**src/rtl/uart_tx_ctrl.sv**
```systemverilog
`default_nettype none
// ============================================================================
// Module   : uart_tx_ctrl
// Purpose  : UART transmit controller. Accepts a byte via tx_start/busy,
//            then serialises start, LSB-first data, parity and stop fields,
//            each CLKS_PER_BIT clocks long. Drives the external TX mux via
//            select/data_bit/parity_bit.
// Ports    : clk        - clock, rising edge
//            rst_n      - synchronous active-low reset
//            tx_start   - send request, honoured only in IDLE
//            tx_data    - payload captured in the accept cycle
//            busy       - frame in progress (START..STOP)
//            done       - one-cycle pulse in first IDLE cycle after STOP
//            select     - mux field code: 00 start, 01 data, 10 parity,
//                         11 stop/idle
//            data_bit   - shift register bit 0
//            parity_bit - registered parity of captured payload
// Revision : 1.0 - initial release
// ============================================================================
module uart_tx_ctrl #(
    parameter int CLKS_PER_BIT = 16,
    parameter int DATA_BITS    = 8,
    parameter bit PARITY_ODD   = 1'b0
) (
    input  logic                 clk,
    input  logic                 rst_n,
    input  logic                 tx_start,
    input  logic [DATA_BITS-1:0] tx_data,
    output logic                 busy,
    output logic                 done,
    output logic [1:0]           select,
    output logic                 data_bit,
    output logic                 parity_bit
);

    localparam int CW = $clog2(CLKS_PER_BIT);
    localparam int IW = $clog2(DATA_BITS);

    localparam logic [CW-1:0] c_cnt_max = CW'(CLKS_PER_BIT - 1);
    localparam logic [IW-1:0] c_idx_max = IW'(DATA_BITS - 1);

    localparam logic [2:0] c_s_idle   = 3'd0;
    localparam logic [2:0] c_s_start  = 3'd1;
    localparam logic [2:0] c_s_data   = 3'd2;
    localparam logic [2:0] c_s_parity = 3'd3;
    localparam logic [2:0] c_s_stop   = 3'd4;

    localparam logic [1:0] c_sel_start  = 2'b00;
    localparam logic [1:0] c_sel_data   = 2'b01;
    localparam logic [1:0] c_sel_parity = 2'b10;
    localparam logic [1:0] c_sel_stop   = 2'b11;

    logic [2:0]           r_state;
    logic [CW-1:0]        r_cnt;
    logic [IW-1:0]        r_idx;
    logic [DATA_BITS-1:0] r_shift;
    logic                 r_parity;
    logic [1:0]           r_select;
    logic                 r_busy;
    logic                 r_done;
    logic                 w_bit_end;

    assign w_bit_end = (r_cnt == c_cnt_max);

    always_ff @(posedge clk) begin
        if (!rst_n) begin
            r_state  <= c_s_idle;
            r_cnt    <= '0;
            r_idx    <= '0;
            r_shift  <= '0;
            r_parity <= 1'b0;
            r_select <= c_sel_stop;
            r_busy   <= 1'b0;
            r_done   <= 1'b0;
        end else begin
            r_done <= 1'b0;
            // Every bit-end transition clears the counter; otherwise it runs.
            if (r_state != c_s_idle) begin
                r_cnt <= w_bit_end ? '0 : r_cnt + 1'b1;
            end
            case (r_state)
                c_s_idle: begin
                    r_cnt <= '0;
                    if (tx_start) begin
                        r_shift  <= tx_data;
                        r_parity <= PARITY_ODD ? ~^tx_data : ^tx_data;
                        r_idx    <= '0;
                        r_state  <= c_s_start;
                        r_select <= c_sel_start;
                        r_busy   <= 1'b1;
                    end
                end
                c_s_start: begin
                    if (w_bit_end) begin
                        r_state  <= c_s_data;
                        r_select <= c_sel_data;
                    end
                end
                c_s_data: begin
                    if (w_bit_end) begin
                        // The last data bit is left in place; no shift on exit.
                        if (r_idx == c_idx_max) begin
                            r_state  <= c_s_parity;
                            r_select <= c_sel_parity;
                        end else begin
                            r_shift <= r_shift >> 1;
                            r_idx   <= r_idx + 1'b1;
                        end
                    end
                end
                c_s_parity: begin
                    if (w_bit_end) begin
                        r_state  <= c_s_stop;
                        r_select <= c_sel_stop;
                    end
                end
                c_s_stop: begin
                    if (w_bit_end) begin
                        r_state <= c_s_idle;
                        r_busy  <= 1'b0;
                        r_done  <= 1'b1;
                    end
                end
                default: begin
                    r_state  <= c_s_idle;
                    r_select <= c_sel_stop;
                    r_busy   <= 1'b0;
                end
            endcase
        end
    end

    assign busy       = r_busy;
    assign done       = r_done;
    assign select     = r_select;
    assign data_bit   = r_shift[0];
    assign parity_bit = r_parity;

endmodule
`default_nettype wire

```
**config.mk**
```make
export PLATFORM = sky130hd
export DESIGN_NAME = uart_tx_ctrl
export DESIGN_NICKNAME = d
export VERILOG_FILES = /design/src/rtl/uart_tx_ctrl.sv
export SDC_FILE = /design/constraint.sdc
export NUM_CORES = 1
export LEC_CHECK = 0
export ABC_AREA = 1
export CORE_MARGIN = 3
export CORE_UTILIZATION = 48
export CTS_CLUSTER_SIZE = 28
export DETAILED_ROUTE_END_ITERATION = 10
export PLACE_DENSITY_LB_ADDON = 0.08
export SLEW_MARGIN = 0
export SYNTH_ARGS = -nofsm -noshare
export SYNTH_HDL_FRONTEND = slang
export SYNTH_SLANG_ARGS = --single-unit
```
**constraint.sdc**
```tcl
create_clock -name clk -period 1.5 [get_ports clk]
set_clock_uncertainty 0.1 [all_clocks]
set_input_delay 0.15 -clock clk [delete_from_list [all_inputs] [get_ports clk]]
set_output_delay 0.15 -clock clk [all_outputs]
set_load 0.01 [all_outputs]
```
==> run summary, run 1 <==
The setup violation total in the final timing report came out at 0. The number of buffers added for setup after CTS is 0. VDD sags by at most 1.134 mV. After synthesis, the largest family of logic cells by area is simple AND/OR/NAND/NOR gates. The worst hold path begins at r_cnt[0]$_SDFFE_PP0N_. The count of cells along the worst hold path came out at 1. The floorplan has 17 rows.

The final hold slack came out at 0.3607 ns. The area added between synthesis and finish is 28.51%. The synthesized netlist net count came out at 206.

In this design, the stage delay of the slowest critical-path cell is 0.53 ns. The sequential cells in the finished layout cover a total of 467.9 um2. The detailed placement HPWL is 1.942 mm. The run finished with clean final reports. The smallest clock period supported by the final layout is computed as 1.456 ns. In this run the worst path has a maximum fanout of 2. The number of inserted diodes is 0.

In the routed layout, each cell is associated on average with a via count of 4.943. The number of register bits inferred by synthesis came out at 23. The detailed router's first-iteration violation count is 23. The Yosys step of the flow raised 0 warnings. For this run, the top clock speed supported by timing is 686.8 MHz. The cell depth of the worst flop-to-flop path came out at 8.

The aggregate routed wire length is 2.531 mm. The first global-routing pass estimated 4.574 mm of wire. The adder and majority cell fraction of the synthesized area came out at 2.991%.

The largest buffer count on any clock path came out at 2. The slowest stage of the critical path is the sky130_fd_sc_hd__clkdlybuf4s50_1 cell. The total clock buffers created by CTS came out at 3. The final net count is 232. The routability congestion estimate from global placement is 0.7854. The CTS tree is done. Setup repair after global routing could not meet its margin everywhere. The number of antenna violations at the first check in global routing is 0. The parity-gate share of the synthesized area counting xor and xnor cells is 1.396%. The post-synthesis area per instance is 6.536 um2. The via count of the first global-routing pass came to 1,134. The synthesized netlist devotes 10.17% of its cell area to compound gates. Broken down by cell family, the worst path's largest delay share belongs to buffers and inverters. The worst path arrival time is 1.21 ns. The post-cts hold buffer count came out at 0.

Measured on the finished design, the core utilization comes to 68.93%. The max-slew violation count is 0. The total die area is 3264 um2. The power per standard cell area is 1783 nW/um2. The worst setup path is captured at a primary output.

Summing the areas of all and, or, nand and nor instances in the mapped netlist gives 39.38% of the synthesized area. The vertical die dimension came out at 57.13 um. Leaving out fill and tap cells, the most frequent cells in the layout are sky130_fd_sc_hd__nand2_1 (53), sky130_fd_sc_hd__nor2_1 (31), sky130_fd_sc_hd__inv_1 (19). The reg-to-reg setup timing slack is 0.07 ns.

The transition time at the pin with the least slew margin is 0.1962 ns. Summing all non-filler instances in the final layout gives an area of 1613 um2. The global-route usage over all layers is 17.20%. The fraction of final layout cells sized beyond drive strength 1 came out at 18.89%.

The cell area after placement is 1488 um2. The global-route congestion overflow total is 0. For the worst-skew pair, the clock arrives at the later sink with an insertion delay of 0.31 ns. The worst pin sits at a relative slew slack of 86.78%. The worst register-to-register path ends at r_shift[6]$_SDFFE_PN0P_. The worst path buffer plus inverter count came out at 1. The number of placed I/O pins came out at 17. Buffers placed on the I/O ports in this run total 16. The CTS sink count is 23. The starting density of the core is 53.64%. The routed layout has 1,211 vias. The type of the worst min-delay path is flop to flop.

The final routed DRC violation total came out at 0. The total core area is 2340 um2. The number of fillers in the final layout came out at 207.

The depth of the CTS H-tree is 1. The number of search-and-repair iterations in the first detailed-routing pass came out at 5. The gate count after technology mapping came out at 192. The worst register-to-register path begins at r_idx[0]$_SDFFE_PN0P_. The sink of the worst hold path is r_cnt[0]$_SDFFE_PP0N_. Once placement completed, the tool counted placed cells totaling 241. The count of cells in the finished layout, fillers not included, comes to 245.

The number of failing hold endpoints at the final stage is 0. The critical path in this run is classified as flop to primary output. After clock tree synthesis, the clock-pin slew on the worst setup and hold paths is 0.13 ns. Entering global routing, the biggest net connects 15 pins. The mux cell area share after synthesis is 0%. The number of antenna-violating nets in the routed design came out at 0.

Summing all multi-input logic gate instances after layout gives 750.7 um2. The total power came out at 2.876 mW. The root buffer selected by CTS is sky130_fd_sc_hd__clkbuf_4. The post-synthesis cell area came out at 1255 um2.

The number of different library cells in the post-synthesis netlist is 22. Sequential cells were found to cover 36.69% of the synthesized design area. The worst setup path is launched from a flop.

The routed length per placed instance came out at 10.33 um. For this design the static power due to leakage is 0.7993 nW. The max-capacitance violation count is 0.

The required time of the critical path is 1.25 ns. The post-route clock period utilization came out at 97.07%. The x dimension of the die came out at 57.13 um.

The library cell used most frequently in the layout, excluding fill and tap cells, is sky130_fd_sc_hd__nand2_1. Walking the worst path, the cells encountered are clkdlybuf4s50_1.
## stage by stage
stage / TNS (ns) / worst slack [ns]
finish: 0 / 0.04400
global route: -0.01867 / -0.008529
CTS: 0 / 0.01223
detailed placement: -0.2167 / -0.05903
global placement: 0 / 0.003428
floorplan: 0 / 0.08885
## how the worst max path moves through the flow
stage,startpoint,end,cells after the start
global placement,r_cnt[0]$_SDFFE_PP0N_,select[1]$_SDFFE_PN1P_,8
CTS,r_idx[0]$_SDFFE_PN0P_,r_idx[2]$_SDFFE_PN0P_,9
floorplan,r_idx[0]$_SDFFE_PN0P_,r_shift[0]$_SDFFE_PN0P_,9
detailed placement,r_cnt[0]$_SDFFE_PP0N_,r_state[1]$_SDFFE_PN0P_,8
global route,r_cnt[1]$_SDFFE_PP0N_,r_state[1]$_SDFFE_PN0P_,8
finish,select[0]$_SDFFE_PN1P_,select[0],1
## power breakdown
group | leakage [nW] | internal (mW) | switching [mW]
Sequential | 0.192 | 0.835 | 0.146
Combinational | 0.590 | 0.635 | 0.970
Clock | 0.0177 | 0.0997 | 0.190
## metal layers
layer	up-vias	share of wire [%]	global-route usage [%]
met5	-	0	0
met4	0	0.71	3.974
met3	2	5.0	4.299
met2	25	47	28.87
met1	530	47	22.21
li1	654	-	-
## area by class of cell
class                           instances  area share, %
Clock inverter                          1         0.3103
Timing Repair Buffer                   24          13.96
Multi-Input combinational cell        141          46.55
Clock buffer                            3          1.396
Inverter                               25          6.594
Tap cell                               28          2.172
Sequential cell                        23          29.01
## cell usage after synthesis
cell,number,area (um2)
sky130_fd_sc_hd__nor2_8,1,20.02
sky130_fd_sc_hd__nand2_1,53,198.9
sky130_fd_sc_hd__buf_6,1,11.26
sky130_fd_sc_hd__nand2_4,4,45.04
sky130_fd_sc_hd__dfxtp_1,23,460.4
sky130_fd_sc_hd__buf_4,1,7.510
sky130_fd_sc_hd__ha_1,3,37.54
sky130_fd_sc_hd__a21oi_1,6,30.03
sky130_fd_sc_hd__o21a_1,1,7.510
sky130_fd_sc_hd__nor3_1,3,15.01
sky130_fd_sc_hd__inv_2,3,11.26
sky130_fd_sc_hd__o21ai_1,9,45.04
sky130_fd_sc_hd__clkbuf_1,1,3.750
sky130_fd_sc_hd__clkinv_2,1,5.000
sky130_fd_sc_hd__nor2_1,33,123.9
sky130_fd_sc_hd__nand2_2,2,12.51
sky130_fd_sc_hd__xnor2_1,2,17.52
sky130_fd_sc_hd__nand3_1,12,60.06
sky130_fd_sc_hd__and3_1,2,12.51
sky130_fd_sc_hd__nor2_2,1,6.260
sky130_fd_sc_hd__o21ai_0,9,45.04
sky130_fd_sc_hd__inv_1,21,78.83
## what timing repair did
item	in CTS	in global routing
resized for setup	4	25
pin swaps	0	1
setup endpoints to repair	15	20
## sequential cells by signal, indices dropped and copies added (netlist names)
| register | flops |
|---|---|
| r_state | 3 |
| r_idx | 3 |
| parity_bit | 1 |
| done | 1 |
| r_shift | 8 |
| r_cnt | 4 |
| busy | 1 |
| select | 2 |
## logic make-up (layout without fill, tap and decap cells)
group | Yosys count | after routing
XOR/XNOR | 2 | 2
AND/OR/NAND/NOR | 111 | 111
buffers and inverters | 28 | 53
adder cells (fa/ha/maj) | 3 | 3
AO/OA/AOI/OAI | 25 | 25
flip-flops | 23 | 23
(Power assumes the default switching activity.)
==> run 2, diff against run 1 <==
--- a/config.mk
+++ b/config.mk
@@ -7,7 +7,7 @@
 export LEC_CHECK = 0
 export ABC_AREA = 1
 export CORE_MARGIN = 3
-export CORE_UTILIZATION = 48
+export CORE_UTILIZATION = 50
 export CTS_CLUSTER_SIZE = 28
 export DETAILED_ROUTE_END_ITERATION = 10
 export PLACE_DENSITY_LB_ADDON = 0.08
==> constraint.sdc (replaced) <==
create_clock -name clk -period 1.8 [get_ports clk]
set_clock_uncertainty 0.1 [all_clocks]
set_input_delay 0.18 -clock clk [delete_from_list [all_inputs] [get_ports clk]]
set_output_delay 0.18 -clock clk [all_outputs]
set_load 0.01 [all_outputs]
==> run 2 against run 1 <==
  * Total power down 25%
  * Critical path depth grew 6
  * Final cell count is 2.9% lower
  * Critical path type is now flop to flop
  * Hold slack worse by 0.0080 ns
  * Highest routed layer unchanged
==> run summary, run 2 (synthesis results as in run 1) <==
Setup repair after global routing left no endpoint under its margin. The max-capacitance violation count is 0 (unchanged). The path class of the tightest hold or removal check is flop to flop. The number of search-and-repair iterations in the first detailed-routing pass came out at 4 (-1). The number of antenna-violating nets in the routed design is 0 (unchanged). The total die area is 3147 um2 (-3.6%). The cell depth of the worst flop-to-flop path came out at 7 (-1). The routability congestion estimate from global placement is 0.7994 (+1.8%). The quantity of I/O buffers inserted on ports is 16 (unchanged).

The maximum fanout along the worst path came out at 5 (+3). The number of antenna violations at the first check in global routing came to 0 (unchanged). The clock-pin slew of the registers on the worst-case setup and hold paths came out at 0.12 ns (about the same). The post-place setup slack is 0.1530 ns (+0.2121 ns). The vertical die dimension came out at 56.10 um (-1.8%). The routed length per placed instance is 10.16 um (-1.7%). The final critical path takes up 88.42% of the cycle. The total vias in the final route came out at 1,155 (-4.6%). The global-route wire length before repair is 4.222 mm (-7.7%).

The global-route congestion overflow total was 0 (unchanged). The reported leakage power is 0.7196 nW (-10%). The fraction of the core area covered by cells at the end of the flow came out at 63.73% (-5.2 points). The count of cells along the worst hold path is 1 (unchanged). The worst path arrival time is 1.74 ns (+0.53 ns). The setup violation total in the final timing report is 0 (unchanged). The total clock buffers created by CTS came out at 3 (unchanged). The total core area came out at 2297 um2 (-1.8%).

The aggregate routed wire length was 2.418 mm (-4.5%). The power per standard cell area is 1470 nW/um2 (-18%). The setup path with the least slack is of type flop to flop. The flow ran to the end, and the final reports show no timing, DRC or antenna violations. The clock network latency to the later pin of the worst-skew pair was 0.31 ns (about the same). In the layout the commonest cells are sky130_fd_sc_hd__nand2_1 (53), sky130_fd_sc_hd__nor2_1 (32), sky130_fd_sc_hd__dfxtp_1 (23).

The final routed DRC violation total came out at 0 (unchanged). TritonCTS built the clock tree. The final sum of negative setup slack is 0 ns (unchanged). The CTS sink count came out at 23 (unchanged).

The via density per instance came out at 4.853 (-1.8%). The element type at the critical path start is a flop. The global-route usage over all layers came out at 16.40% (-0.81 points).

The final net count came out at 225 (-3.0%). The number of placed I/O pins came out at 17 (unchanged). The worst setup slack after layout came out at 0.2084 ns (+0.1644 ns). More flip-flops sit in one register than any other, and that register is r_shift. The transition time at the pin with the least slew margin is 0.2447 ns (+0.04849 ns). The x dimension of the die is 56.10 um (-1.8%). The detailed router's first-iteration violation count came out at 20 (-13%). The fmax is 628.3 MHz. The final hold slack is 0.3528 ns (-0.007984 ns).

The number of failing hold endpoints at the final stage came out at 0 (unchanged). The remaining max-slew budget at the tightest pin is 83.64% (-3.1 points). The detailed placement HPWL came to 1.894 mm (-2.5%). The required time of the critical path came out at 1.94 ns (+0.69 ns).

The area added between synthesis and finish came out at 16.65%. The via count of the first global-routing pass is 1,030 (-9.2%). The worst vdd rail ir drop is 0.7690 mV (-32%).

The count of standard-cell rows came out at 17 (unchanged). The root buffer selected by CTS is sky130_fd_sc_hd__clkbuf_4. The worst setup path is captured at a flop.

The largest buffer count on any clock path came out at 2 (unchanged). The depth of the CTS H-tree came out at 1 (unchanged). In the final layout, the registers with the most flip-flops are r_shift (8), r_cnt (4). The clock period minus final worst setup slack is 1.592 ns. The most common cell after layout, fill and taps aside is sky130_fd_sc_hd__nand2_1. The starting density of the core was 54.63% (+0.99 points). The pin count of the biggest net entering global routing is 16 (+1). The fraction of final layout cells sized beyond drive strength 1 came out at 8.095% (-11 points). The flip-flop count of the largest register, all copies and words added was 8 (unchanged). The max-slew violation count came out at 0 (unchanged). The number of inserted diodes came out at 0 (unchanged).
[run 2: cell count changes in the layout (fill, tap and decap cells not counted), sizes merged]
cell           change
buf                -7
clkdlybuf4s50      +2
dlymetal6s2s       -2
clkbuf             +1
clkinv             -1
[run 2: power by group]
group | internal [mW] | total (mW) | switching [mW]
logic | 0.420 | 1.12 | 0.703
registers | 0.685 | 0.794 | 0.109
clock network | 0.0865 | 0.235 | 0.148
[run 2: per-stage QoR]
step / power (mW) / cells / cell area, um2
2_1_floorplan: 1.686 / 192 / 1255
3_5_place_dp: 1.919 / 234 / 1435
4_1_cts: 2.157 / 238 / 1461
6_report: 2.152 / 238 / 1464
5_1_grt: 2.361 / 238 / 1464
3_3_place_gp: 1.883 / 234 / 1435
[run 2: worst paths after layout]
| path | start | to | slack, ns |
|---|---|---|---|
| worst max-delay path | r_cnt[0]$_SDFFE_PP0N_ | r_state[0]$_SDFFE_PN0P_ | 0.21 |
| worst min-delay path | r_cnt[0]$_SDFFE_PP0N_ | r_cnt[0]$_SDFFE_PP0N_ | 0.35 |
| worst max register to register | r_cnt[0]$_SDFFE_PP0N_ | r_state[0]$_SDFFE_PN0P_ | 0.21 |
| worst min register to register | r_cnt[0]$_SDFFE_PP0N_ | r_cnt[0]$_SDFFE_PP0N_ | 0.35 |
[run 2: layer usage]
metal | up-vias | global-route usage [%] | share of wire, %
met5 | - | 0 | 0
met4 | 0 | 4.407 | 0.83
met3 | 2 | 4.872 | 3.7
met1 | 504 | 20.53 | 51
li1 | 636 | - | -
met2 | 13 | 27.21 | 45
[run 2: cell type report]
type,count,area (um2)
inverter,25,95.09
timing repair buffer,17,167.7
clock buffer,4,26.28
multi-input combinational,141,679.4
fill,220,833.3
tap,28,35.03
sequential,23,460.4
[run 2: critical path, stage by stage, from the launching register on]
cell and delay (ns):
sky130_fd_sc_hd__dfxtp_1 0.37, sky130_fd_sc_hd__ha_1 0.19, sky130_fd_sc_hd__nand3_1 0.21, sky130_fd_sc_hd__nand3_1 0.18, sky130_fd_sc_hd__nand2_1 0.09, sky130_fd_sc_hd__nor2_2 0.15, sky130_fd_sc_hd__nand3_1 0.09, sky130_fd_sc_hd__a21oi_1 0.15
[run 2: repair_timing]
| action | in CTS | in global routing |
|---|---|---|
| endpoints found under the hold margin | 0 | 0 |
| setup buffers | 0 | 0 |
| resized for setup | 0 | 1 |
| setup endpoints to repair | 0 | 1 |
| hold buffers | 0 | 0 |
